File: src/rtl/swg_frame_sequencer.sv
// Frame sequencer around a sliding-window generator: admits one input frame at a time, tags the last window with TLAST, flushes the SWG on abort.
// Stream gating is combinational (zero latency); backpressure passes straight through, input is held off outside FILL and output outside FILL/DRAIN.
module swg_frame_sequencer #(
  parameter int BIT_WIDTH    = 8,
  parameter int SIMD         = 1,
  parameter int K            = 3,
  parameter int IFM_W        = 256,
  parameter int IFM_H        = 256,
  parameter int OFM_W        = 254,
  parameter int OFM_H        = 254,
  parameter int FLUSH_CYCLES = 2
) (
  input  logic                          ap_clk,
  input  logic                          ap_rst,
  input  logic                          cfg_start,
  input  logic [15:0]                   cfg_num_frames,
  input  logic                          cfg_abort,
  output logic                          busy,
  output logic                          done,
  output logic [15:0]                   frames_done,
  output logic                          err,
  input  logic                          in0_V_V_TVALID,
  output logic                          in0_V_V_TREADY,
  input  logic [BIT_WIDTH*SIMD-1:0]     in0_V_V_TDATA,
  output logic                          swg_in_TVALID,
  input  logic                          swg_in_TREADY,
  output logic [BIT_WIDTH*SIMD-1:0]     swg_in_TDATA,
  input  logic                          swg_out_TVALID,
  output logic                          swg_out_TREADY,
  input  logic [BIT_WIDTH*SIMD*K*K-1:0] swg_out_TDATA,
  output logic                          out_V_V_TVALID,
  input  logic                          out_V_V_TREADY,
  output logic [BIT_WIDTH*SIMD*K*K-1:0] out_V_V_TDATA,
  output logic                          out_V_V_TLAST,
  output logic                          swg_rst_n
);

  localparam int IN_ELEMS = IFM_W * IFM_H;
  localparam int WINS     = OFM_W * OFM_H;
  localparam int IN_W     = $clog2(IN_ELEMS + 1);
  localparam int WIN_W    = $clog2(WINS + 1);
  localparam int FL_W     = $clog2(FLUSH_CYCLES + 1);

  localparam logic [IN_W-1:0]  IN_LAST  = IN_W'(IN_ELEMS - 1);
  localparam logic [WIN_W-1:0] WIN_LAST = WIN_W'(WINS - 1);
  localparam logic [FL_W-1:0]  FL_LAST  = FL_W'(FLUSH_CYCLES - 1);

  typedef enum logic [1:0] {S_IDLE, S_FILL, S_DRAIN, S_FLUSH} state_t;

  state_t            state, state_nxt;
  logic [IN_W-1:0]   in_cnt;
  logic [WIN_W-1:0]  win_cnt;
  logic [FL_W-1:0]   flush_cnt;
  logic [15:0]       frames_tot;
  logic              gate_in, gate_out, swg_flush;
  logic              in_xfer, out_xfer, in_last, frame_end, last_frame;
  logic              start_acc, zero_start, abort_acc, flush_last, active;

  assign in0_V_V_TREADY = swg_in_TREADY & gate_in;
  assign swg_in_TVALID  = in0_V_V_TVALID & gate_in;
  assign swg_in_TDATA   = in0_V_V_TDATA;
  assign out_V_V_TVALID = swg_out_TVALID & gate_out;
  assign swg_out_TREADY = out_V_V_TREADY & gate_out;
  assign out_V_V_TDATA  = swg_out_TDATA;
  assign out_V_V_TLAST  = (win_cnt == WIN_LAST) & out_V_V_TVALID;
  assign swg_rst_n      = ~ap_rst & ~swg_flush;

  assign in_xfer    = in0_V_V_TVALID & in0_V_V_TREADY;
  assign out_xfer   = out_V_V_TVALID & out_V_V_TREADY;
  assign in_last    = in_xfer & (in_cnt == IN_LAST);
  assign frame_end  = out_xfer & (win_cnt == WIN_LAST);
  assign last_frame = (frames_done == frames_tot - 16'd1);
  assign active     = (state == S_FILL) | (state == S_DRAIN);
  assign start_acc  = (state == S_IDLE) & cfg_start & (cfg_num_frames != 16'd0);
  assign zero_start = (state == S_IDLE) & cfg_start & (cfg_num_frames == 16'd0);
  assign abort_acc  = cfg_abort & active;
  assign flush_last = (flush_cnt == FL_LAST);

  always_ff @(posedge ap_clk or posedge ap_rst) begin
    if (ap_rst) state <= S_IDLE;
    else        state <= state_nxt;
  end

  always_comb begin
    state_nxt = state;
    case (state)
      S_IDLE:  if (start_acc) state_nxt = S_FILL;
      S_FILL: begin
        if (abort_acc)      state_nxt = S_FLUSH;
        else if (frame_end) state_nxt = last_frame ? S_IDLE : S_FILL;
        else if (in_last)   state_nxt = S_DRAIN;
      end
      S_DRAIN: begin
        if (abort_acc)      state_nxt = S_FLUSH;
        else if (frame_end) state_nxt = last_frame ? S_IDLE : S_FILL;
      end
      S_FLUSH: if (flush_last) state_nxt = S_IDLE;
      default: state_nxt = S_IDLE;
    endcase
  end

  always_comb begin
    gate_in   = 1'b0;
    gate_out  = 1'b0;
    busy      = 1'b0;
    swg_flush = 1'b0;
    case (state)
      S_FILL:  begin gate_in = 1'b1; gate_out = 1'b1; busy = 1'b1; end
      S_DRAIN: begin gate_out = 1'b1; busy = 1'b1; end
      S_FLUSH: begin swg_flush = 1'b1; busy = 1'b1; end
      default: ;
    endcase
  end

  // Abort outranks frame end: an aborted frame is never counted and never raises done.
  always_ff @(posedge ap_clk or posedge ap_rst) begin
    if (ap_rst) begin
      in_cnt      <= '0;
      win_cnt     <= '0;
      frames_done <= '0;
      frames_tot  <= '0;
      done        <= 1'b0;
    end else begin
      done <= zero_start | (frame_end & last_frame & ~abort_acc);
      if (start_acc) begin
        in_cnt      <= '0;
        win_cnt     <= '0;
        frames_done <= '0;
        frames_tot  <= cfg_num_frames;
      end else if (abort_acc) begin
        in_cnt  <= '0;
        win_cnt <= '0;
      end else if (frame_end) begin
        // A final input beat landing in this same cycle is dropped with the counter clear.
        in_cnt      <= '0;
        win_cnt     <= '0;
        frames_done <= frames_done + 16'd1;
      end else begin
        if (in_xfer)  in_cnt  <= in_cnt + 1'b1;
        if (out_xfer) win_cnt <= win_cnt + 1'b1;
      end
    end
  end

  always_ff @(posedge ap_clk or posedge ap_rst) begin
    if (ap_rst) begin
      flush_cnt <= '0;
      err       <= 1'b0;
    end else begin
      flush_cnt <= (state == S_FLUSH) ? flush_cnt + 1'b1 : '0;
      // A stray SWG beat in the same cycle as an accepted start still flags.
      if (start_acc) err <= 1'b0;
      if (swg_out_TVALID & ~active) err <= 1'b1;
    end
  end

endmodule
File: config.mk
export PLATFORM = sky130hd
export DESIGN_NAME = swg_frame_sequencer
export DESIGN_NICKNAME = d
export VERILOG_FILES = /design/src/rtl/swg_frame_sequencer.sv
export SDC_FILE = /design/constraint.sdc
export NUM_CORES = 1
export LEC_CHECK = 0
export BUFFER_PORTS_ARGS = -buffer_cell sky130_fd_sc_hd__buf_2
export CORE_MARGIN = 10
export CORE_UTILIZATION = 48
export DETAILED_ROUTE_END_ITERATION = 10
export GPL_TIMING_DRIVEN = 0
export PLACE_DENSITY = 0.82
export SLEW_MARGIN = 5
export SYNTH_ARGS = -nofsm -noshare
export SYNTH_HDL_FRONTEND = slang
export SYNTH_SLANG_ARGS = --single-unit
File: constraint.sdc
create_clock -name ap_clk -period 2.95 [get_ports ap_clk]
set_input_delay 0.59 -clock ap_clk [delete_from_list [all_inputs] [get_ports ap_clk]]
set_output_delay 0.59 -clock ap_clk [all_outputs]
set_load 0.1 [all_outputs]
Yosys cells after proc, flatten, opt, wreduce, memory -nomap -nowiden
Index checks and enable logic that the tools add are counted.
{"block": "word_totals", "out_inout_bits": 105, "romBits": 0, "word_cells": 86, "n_memories": 0, "latch_bits": 0, "mem_bits_rw": 0, "input_bits": 104, "regBits": 71}
{"block": "classes", "n_eq_ne": 12, "bitwise_logic": 23, "div": 0, "n_reduce_logical": 11, "shifts": 0, "n_lt_le_gt_ge": 0, "n_addsub": 5, "mux": 27, "mul": 0}
{"cell": "$mux W16", "count": 7}
{"cell": "$mux W17", "count": 4}
{"cell": "$add A16 B1 Y16 const B", "count": 2}
{"cell": "$add A17 B1 Y17 const B", "count": 1}
{"cell": "$and A1 B1 Y1", "count": 17}
{"cell": "$eq A17 B16 Y1 const B", "count": 1}
{"cell": "$eq A16 B16 Y1", "count": 1}
{"cell": "$eq A16 B16 Y1 const B", "count": 1}
{"cell": "$logic_not A16 Y1", "count": 1}
{"cell": "$mux W2", "count": 8}
{"cell": "$reduce_bool A16 Y1", "count": 1}
{"cell": "$sub A16 B1 Y16 const B", "count": 1}
{"cell": "$pmux W2 S4", "count": 1}
{"cell": "$reduce_bool A4 Y1", "count": 2}
{"cell": "$mux W1", "count": 7}
{"cell": "$ne A2 B2 Y1 const B", "count": 3}
{"cell": "$eq A2 B1 Y1 const B", "count": 2}
{"cell": "$eq A2 B2 Y1 const B", "count": 2}
{"cell": "$ne A4 B4 Y1 const B", "count": 1}
{"cell": "$not A1 Y1", "count": 4}
{"cell": "$reduce_and A4 Y1", "count": 1}
{"cell": "$reduce_bool A2 Y1", "count": 2}
{"cell": "$ne A3 B3 Y1 const B", "count": 1}
{"cell": "$reduce_or A3 Y1", "count": 1}
{"cell": "5 further kinds", "count": 6}

Depth between registers and ports, before layout
Gate-level depths: netlist of the first run.
{"block": "depth", "word_depth": 9, "mapped_depth": 10, "ltp_nobuf": 10}

Worst setup path before layout of the first run
No wires, ideal clock.
{"block": "synth_path", "path_type": "register -> output", "from": "register state[0]", "to": "output port out_V_V_TLAST", "arrival_ns": 2.429, "path_buffers": 0, "setup_slack_ns": -0.069, "required_time_ns": 2.360, "stages_incl_launch_ff": 5, "path_cell_list": "dfrtp_1 -> inv_1 -> ha_1 -> and2_1 -> and2_1"}
{"block": "synth_between", "elab_chain_len": 5, "word_cells_on_any_way": 6, "classes_between": "2 x eq/ne; 1 x mux; 2 x bitwise; 1 x reduce/logical"}
{"element": "start: declaration", "line_no": "50", "text": "state_t state, state_nxt;"}
{"element": "start signal: assignment", "line_no": "81", "text": "else state <= state_nxt;"}
{"element": "$eq A2 B1 Y1 / $eq A2 B2 Y1 (equally long branches)", "line_no": "107", "text": "case (state)"}
{"element": "$reduce_or A2 Y1 (no line) (*)"}
{"element": "$mux W1 (*)", "line_no": "107"}
{"element": "$and A1 B1 Y1 (*)", "line_no": "62", "text": "assign out_V_V_TVALID = swg_out_TVALID & gate_out;"}
{"element": "via out_V_V_TVALID", "line_no": "31", "text": "output logic out_V_V_TVALID,"}
{"element": "$and A1 B1 Y1 (*)", "line_no": "65", "text": "assign out_V_V_TLAST = (win_cnt == WIN_LAST) & out_V_V_TVALID;"}
{"element": "end: declaration", "line_no": "34", "text": "output logic out_V_V_TLAST,"}
Mark *: on every way through the listed nets, which the timed path passes. The rest lies on a longest branch.

Final worst setup path of the first run
{"block": "layout_path", "from": "register win_cnt[0]", "to": "output port out_V_V_TLAST"}
{"block": "layout_between", "elab_chain_len": 2}
{"element": "start: declaration", "line_no": "52", "text": "logic [WIN_W-1:0] win_cnt;"}
{"element": "start signal: assignment", "line_no": "140", "text": "if (out_xfer) win_cnt <= win_cnt + 1'b1;"}
{"element": "$eq A16 B16 Y1", "line_no": "65"}
{"element": "$and A1 B1 Y1", "line_no": "65"}
No other way between the ends.

==> results.sh, run 1 <==
export IMPL_dieWidth_um=118
export IMPL_cts_tree="done"
export IMPL_fin_crit_ns=2.80
export IMPL_ant_nets=0
export IMPL_synth_fp_nets=608
export IMPL_hpwl_mm=10.4
export IMPL_cellLeakagePower_nw=2.70
export IMPL_peakVddDrop_mv=0.474
export IMPL_synthFlopType="dfrtp_1"
export IMPL_startpoint_type="flip-flop"
export IMPL_pwr_share_comb=0.482
export IMPL_p_total_mw=4.06
export IMPL_ys_ff_latch=71
export IMPL_syn_area_per_cell_um2=9.32
export IMPL_drt_iter0_drc=279
export IMPL_viasPerCell=5.22
export IMPL_root_buffer="clkbuf_8"
export IMPL_placed_cell_area_um2=5400
export IMPL_p_sw_mw=1.93
export IMPL_postSynth_asyncResetShare=1.00
export IMPL_worst_setup_path_end_kind="output pin"
export IMPL_ys_types=48
export IMPL_first_global_vias=4203
export IMPL_p_per_area_nw_per_um2=726
export IMPL_power_switching_share=0.475
export IMPL_synth_cells=493
export IMPL_synth_top_cell_area_share=0.387
export IMPL_ff2ff_setup_slack_ns=0.27
export IMPL_synth_edf_count=0
export IMPL_period_share=0.948
export IMPL_cts_max_path_buffers=2
export IMPL_drive_above_1_share=0.381
export IMPL_antenna_cells=0
export IMPL_cp_required_ns=2.36
export IMPL_slew_viol_final=0
export IMPL_synth_most_common_cell="buf_4"
export IMPL_stdcell_area_um2=5590
export IMPL_reg2reg_depth=6
export IMPL_worstReg2RegEnd="state[0]$_DFFE_PP0P_"
export IMPL_numPortBuffers=128
export IMPL_max_freq_mhz=358
export IMPL_rows=35
export IMPL_power_frac_seq=0.325
export IMPL_yosysSeqAreaShare=0.387
export IMPL_overflow=0
export IMPL_dieArea_um2=13900
export IMPL_grt_max_degree=72
export IMPL_htree_levels=3
export IMPL_cp_arrival_ns=2.21
export IMPL_grt_total_usage=0.183
export IMPL_clk_latency_ns=0.36
export IMPL_drc=0
export IMPL_worstSetupPathType="flip-flop to output pin"
export IMPL_cts_clk_slew_worst_paths_ns=0.08
export IMPL_internal_power_mw=2.13
export IMPL_yosys_top_cells_area="dfrtp_1, buf_4, xnor2_1"
export IMPL_worst_pin_slew_ns=0.867
export IMPL_pwr_share_clk=0.192
export IMPL_pin_count=209
export IMPL_numCtsBuffers=9
export IMPL_hp_class="input port to async pin"
export IMPL_finClkSkew_ns=0.00859
export IMPL_synthTopCellsByCount="buf_4, dfrtp_1, nor2_1"
export IMPL_slew_headroom=0.422
export IMPL_start_util=0.495
export IMPL_core_um2=9280
export IMPL_drv_cap=0
export IMPL_wl_per_cell_um=16.8
export IMPL_postLayoutCoreUtil=0.602
export IMPL_num_vias=3999
export IMPL_rsz0062_at_grt="no"
export IMPL_grt_pass1_wl_mm=21.3
export IMPL_syn_area_um2=4590
export IMPL_antenna_found_initial=0
export IMPL_ys_warnings_count=0
export IMPL_hold_violations=0
export IMPL_globalplace_congestion=0.897
export IMPL_clock_sinks=71
export IMPL_ctsHoldBuffers=0
export IMPL_routed_wl_mm=12.9
export IMPL_setup_viol=0
export IMPL_worstPathMaxFanout=4
export IMPL_num_nets_final=747
export IMPL_rr_startpoint="frames_tot[9]$_DFFE_PP0P_"
export IMPL_first_pass_iters=5
export IMPL_syn2layout_area_growth_pct=21.7
export IMPL_die_height_um=118
export IMPL_yosysTopAreaCell="dfrtp_1"
export IMPL_status="finished clean"
## worst max-delay path by stage
stage	start	to	slack (ns)	depth (start not counted)
2_1_floorplan	state[0]$_DFFE_PP0P_	out_V_V_TLAST	0.17	4
3_3_place_gp	ap_rst	frames_tot[10]$_DFFE_PP0P_	-0.25	2
3_5_place_dp	cfg_num_frames[15]	frames_done[5]$_DFFE_PP0P_	0.1	7
4_1_cts	win_cnt[0]$_DFFE_PP0P_	out_V_V_TLAST	0.15	5
5_1_grt	win_cnt[0]$_DFFE_PP0P_	out_V_V_TLAST	0.01	5
6_report	win_cnt[0]$_DFFE_PP0P_	out_V_V_TLAST	0.15	5
## cells in the final DEF (no fill, tap or decap), types with 2 or more instances in the layout
cell type / count
a21oi_1: 8
a2bb2oi_1: 2
a41oi_1: 2
and2_1: 8
and3_1: 9
and4_1: 3
buf_1: 2
buf_2: 128
buf_4: 80
clkbuf_1: 14
clkbuf_8: 10
dfrtp_1: 71
ha_1: 11
inv_1: 14
mux2_2: 14
nand2_1: 33
nand3_1: 19
nand4_1: 13
nand4b_1: 2
nor2_1: 53
nor2b_1: 4
nor3_1: 11
nor4_1: 13
nor4b_1: 5
o2111ai_1: 2
o211ai_1: 2
o21a_1: 3
o21ai_0: 6
o22ai_1: 2
o31ai_1: 2
or3_1: 3
or4_4: 2
xnor2_1: 34
xor2_1: 30
## critical path: stages (launching register included)
cell,delay [ns]
dfrtp_1,0.40
ha_1,0.21
nor4b_1,0.32
and4_1,0.34
and2_2,0.16
buf_2,0.42
## area by class of cell
class | count | area, µm²
repair buffers | 128 | 641
inverters | 15 | 58.8
multi-input cells | 313 | 2110
well taps | 129 | 161
fillers | 815 | 3690
flip-flops and latches | 71 | 1780
clock buffers | 13 | 149
clock inverters | 3 | 42.5
plain buffers | 94 | 654
## power groups by stage
stage / Sequential, mW / Combinational (mW) / Clock [mW]
final: 1.32 / 1.96 / 0.780
after global placement: 1.32 / 1.90 / 0
after CTS: 1.32 / 1.96 / 0.792
after detailed placement: 1.34 / 1.95 / 0
after global routing: 1.35 / 2.10 / 0.823
after floorplan: 1.33 / 1.59 / 0
## registers in the layout, summed over array words and instances (netlist names)
signal       count
err              1
flush_cnt        2
state            2
frames_done     16
done             1
in_cnt          17
win_cnt         16
frames_tot      16
## kinds of logic after synthesis
group | Yosys count | synth area share
adder cells (fa/ha/maj) | 11 | 0.0300
AO/OA/AOI/OAI | 39 | 0.0648
AND/OR/NAND/NOR | 184 | 0.205
multiplexers | 15 | 0.0365
buffers and inverters | 109 | 0.154
flip-flops | 71 | 0.387
XOR/XNOR | 64 | 0.122
## what timing repair did
action	CTS	global route
gates resized for setup	0	2
endpoints found under the setup margin	0	10
hold endpoints to repair	0	0
setup buffers	0	0
## per-stage QoR
step | hold WS [ns] | setup TNS (ns) | std cells | worst slack, ns
2_1_floorplan | 0.409 | 0 | 493 | 0.171
3_3_place_gp | 0.422 | -17.31 | 750 | -0.248
3_5_place_dp | 0.433 | 0 | 750 | 0.0988
4_1_cts | 0.443 | 0 | 766 | 0.152
5_1_grt | 0.459 | 0 | 766 | 0.0124
6_report | 0.417 | 0 | 766 | 0.154
## layer usage
metal  vias up  routed length (µm)  GRT usage
met5         -                   0          0
met4         0                 107     0.0440
met3        11                 970     0.0475
met2       200                6520      0.323
met1      1905                5270      0.214
li1       1883                   -          -
Note: power is estimated with default switching activity, not from simulation.
==> inputs of run 2 (changes only) <==
Settings changed: CORE_MARGIN 10 to not set.
==> run 2 against run 1 <==
  * Clock power shrank 2.7%
  * Largest cell class unchanged
  * Clock skew grew 0.0033 ns
  * Sequential share of layout area about the same
  * Final area about the same
  * Sequential cell count did not move
==> results.sh, run 2 (synthesis gave the netlist of run 1 again) <==
export IMPL_status="finished clean"
export IMPL_dieWidth_um=99.8
export IMPL_cellLeakagePower_nw=2.71
export IMPL_cts_clk_slew_worst_paths_ns=0.08
export IMPL_regMostFlops="in_cnt"
export IMPL_seqCellArea_um2=1780
export IMPL_antenna_found_initial=0
export IMPL_ant_nets=0
export IMPL_setup_viol=0
export IMPL_worstPathMaxFanout=4
export IMPL_root_buffer="clkbuf_8"
export IMPL_worstSetupPathType="flip-flop to output pin"
export IMPL_routed_wl_mm=10.7
export IMPL_syn2layout_area_growth_pct=21.7
export IMPL_cp_arrival_ns=2.17
export IMPL_path_cells="ha_1, nor4b_1, and4_1, and2_2, buf_2"
export IMPL_core_um2=9240
export IMPL_finClkSkew_ns=0.0119
export IMPL_max_freq_mhz=362
export IMPL_drt_iter0_drc=219
export IMPL_hpwl_mm=8.14
export IMPL_fin_crit_ns=2.76
export IMPL_critical_path_top_delay_family="simple AND/OR/NAND/NOR gates"
export IMPL_worst_setup_path_end_kind="output pin"
export IMPL_wl_per_cell_um=14.0
export IMPL_rsz0062_at_grt="no"
export IMPL_overflow=0
export IMPL_cpPeakStageDelay_ns=0.41
export IMPL_slew_viol_final=0
export IMPL_grt_pass1_wl_mm=16.9
export IMPL_layout_common_cells="buf_2, buf_4, dfrtp_1"
export IMPL_setup_slack_ns=0.187
export IMPL_post_cts_buffers=0
export IMPL_drv_cap=0
export IMPL_first_global_vias=3650
export IMPL_globalplace_congestion=0.936
export IMPL_numCtsBuffers=9
export IMPL_rr_startpoint="state[0]$_DFFE_PP0P_"
export IMPL_antenna_cells=0
export IMPL_hp_class="input port to async pin"
export IMPL_slew_headroom=0.426
export IMPL_dpl_worst_slack_ns=0.0529
export IMPL_grt_total_usage=0.215
export IMPL_cp_num_buf_inv=1
export IMPL_htree_levels=3
export IMPL_multi_input_area_um2=2110
export IMPL_rows=35
export IMPL_cp_slowest_cell="buf_2"
export IMPL_startpoint_type="flip-flop"
export IMPL_drive_above_1_share=0.385
export IMPL_num_vias=4015
export IMPL_dieArea_um2=9960
export IMPL_period_share=0.937
export IMPL_pin_count=209
export IMPL_numPortBuffers=128
export IMPL_num_nets_final=747
export IMPL_largest_reg_flops=17
export IMPL_first_pass_iters=4
export IMPL_hold_violations=0
export IMPL_drc=0
export IMPL_fillers=808
export IMPL_cts_max_path_buffers=2
export IMPL_clock_sinks=71
export IMPL_cts_tree="done"
export IMPL_die_height_um=99.8
export IMPL_grt_max_degree=72
export IMPL_final_common_cell="buf_2"
export IMPL_setup_tns_ns=0
export IMPL_ff2ff_setup_slack_ns=0.24
export IMPL_viasPerCell=5.24
export IMPL_cp_required_ns=2.36
export IMPL_peakVddDrop_mv=0.680
export IMPL_crit_start="win_cnt[0]$_DFFE_PP0P_"
export IMPL_worst_pin_slew_ns=0.861
export IMPL_start_util=0.497
export IMPL_clk_latency_ns=0.35
export IMPL_p_per_area_nw_per_um2=723
run 2: cell types whose count changed in the layout (fill, tap and decap cells not counted):
cell      before  now
clkinv_2       1    3
clkbuf_8      10    9
clkinv_4       0    1
clkbuf_1      14   12
run 2: layout make-up:
class,count,area share
Clock buffer,10,0.0228
Sequential cell,71,0.318
Tap cell,129,0.0289
Inverter,15,0.0105
Multi-Input combinational cell,313,0.377
Buffer,94,0.117
Clock inverter,6,0.0110
Timing Repair Buffer,128,0.115
run 2: through the flow:
stage	std cells	area [µm²]	util	total power, mW	hold WS (ns)
4_1_cts	766	5590	0.605	4.04	0.441
3_5_place_dp	750	5400	0.584	3.27	0.430
6_report	766	5590	0.605	4.04	0.430
2_1_floorplan	493	4590	-	2.91	0.409
3_3_place_gp	750	5400	0.584	3.21	0.421
5_1_grt	766	5590	0.605	4.25	0.464
run 2: what timing repair did:
action                                  4_1_cts  5_1_grt
hold endpoints to repair                      0        0
gates resized for setup                       0        2
endpoints found under the setup margin        0       10
hold buffers                                  0        0
run 2: per-layer routing:
layer	GRT usage	vias to the layer above	part of all wire
met5	0	-	0
met4	0.0509	0	0.011
met3	0.0543	17	0.080
met2	0.377	199	0.50
met1	0.267	1912	0.41
li1	-	1887	-
run 2: report_power, final:
part / total, mW / internal [mW] / switching, mW
sequential: 1.32 / 1.13 / 0.188
clock: 0.759 / 0.388 / 0.371
combinational: 1.96 / 0.588 / 1.38
total: 4.04 / 2.11 / 1.94
run 2: path summary, 6_finish.rpt:
kind,endpoint,cells after the start
max reg2reg,frames_done[12]$_DFFE_PP0P_,8
max,out_V_V_TLAST,5
min,in_cnt[6]$_DFFE_PP0P_,2
max in group asynchronous,win_cnt[3]$_DFFE_PP0P_,2
min reg2reg,flush_cnt[0]$_DFF_PP0_,1
min in group ap_clk,flush_cnt[0]$_DFF_PP0_,1
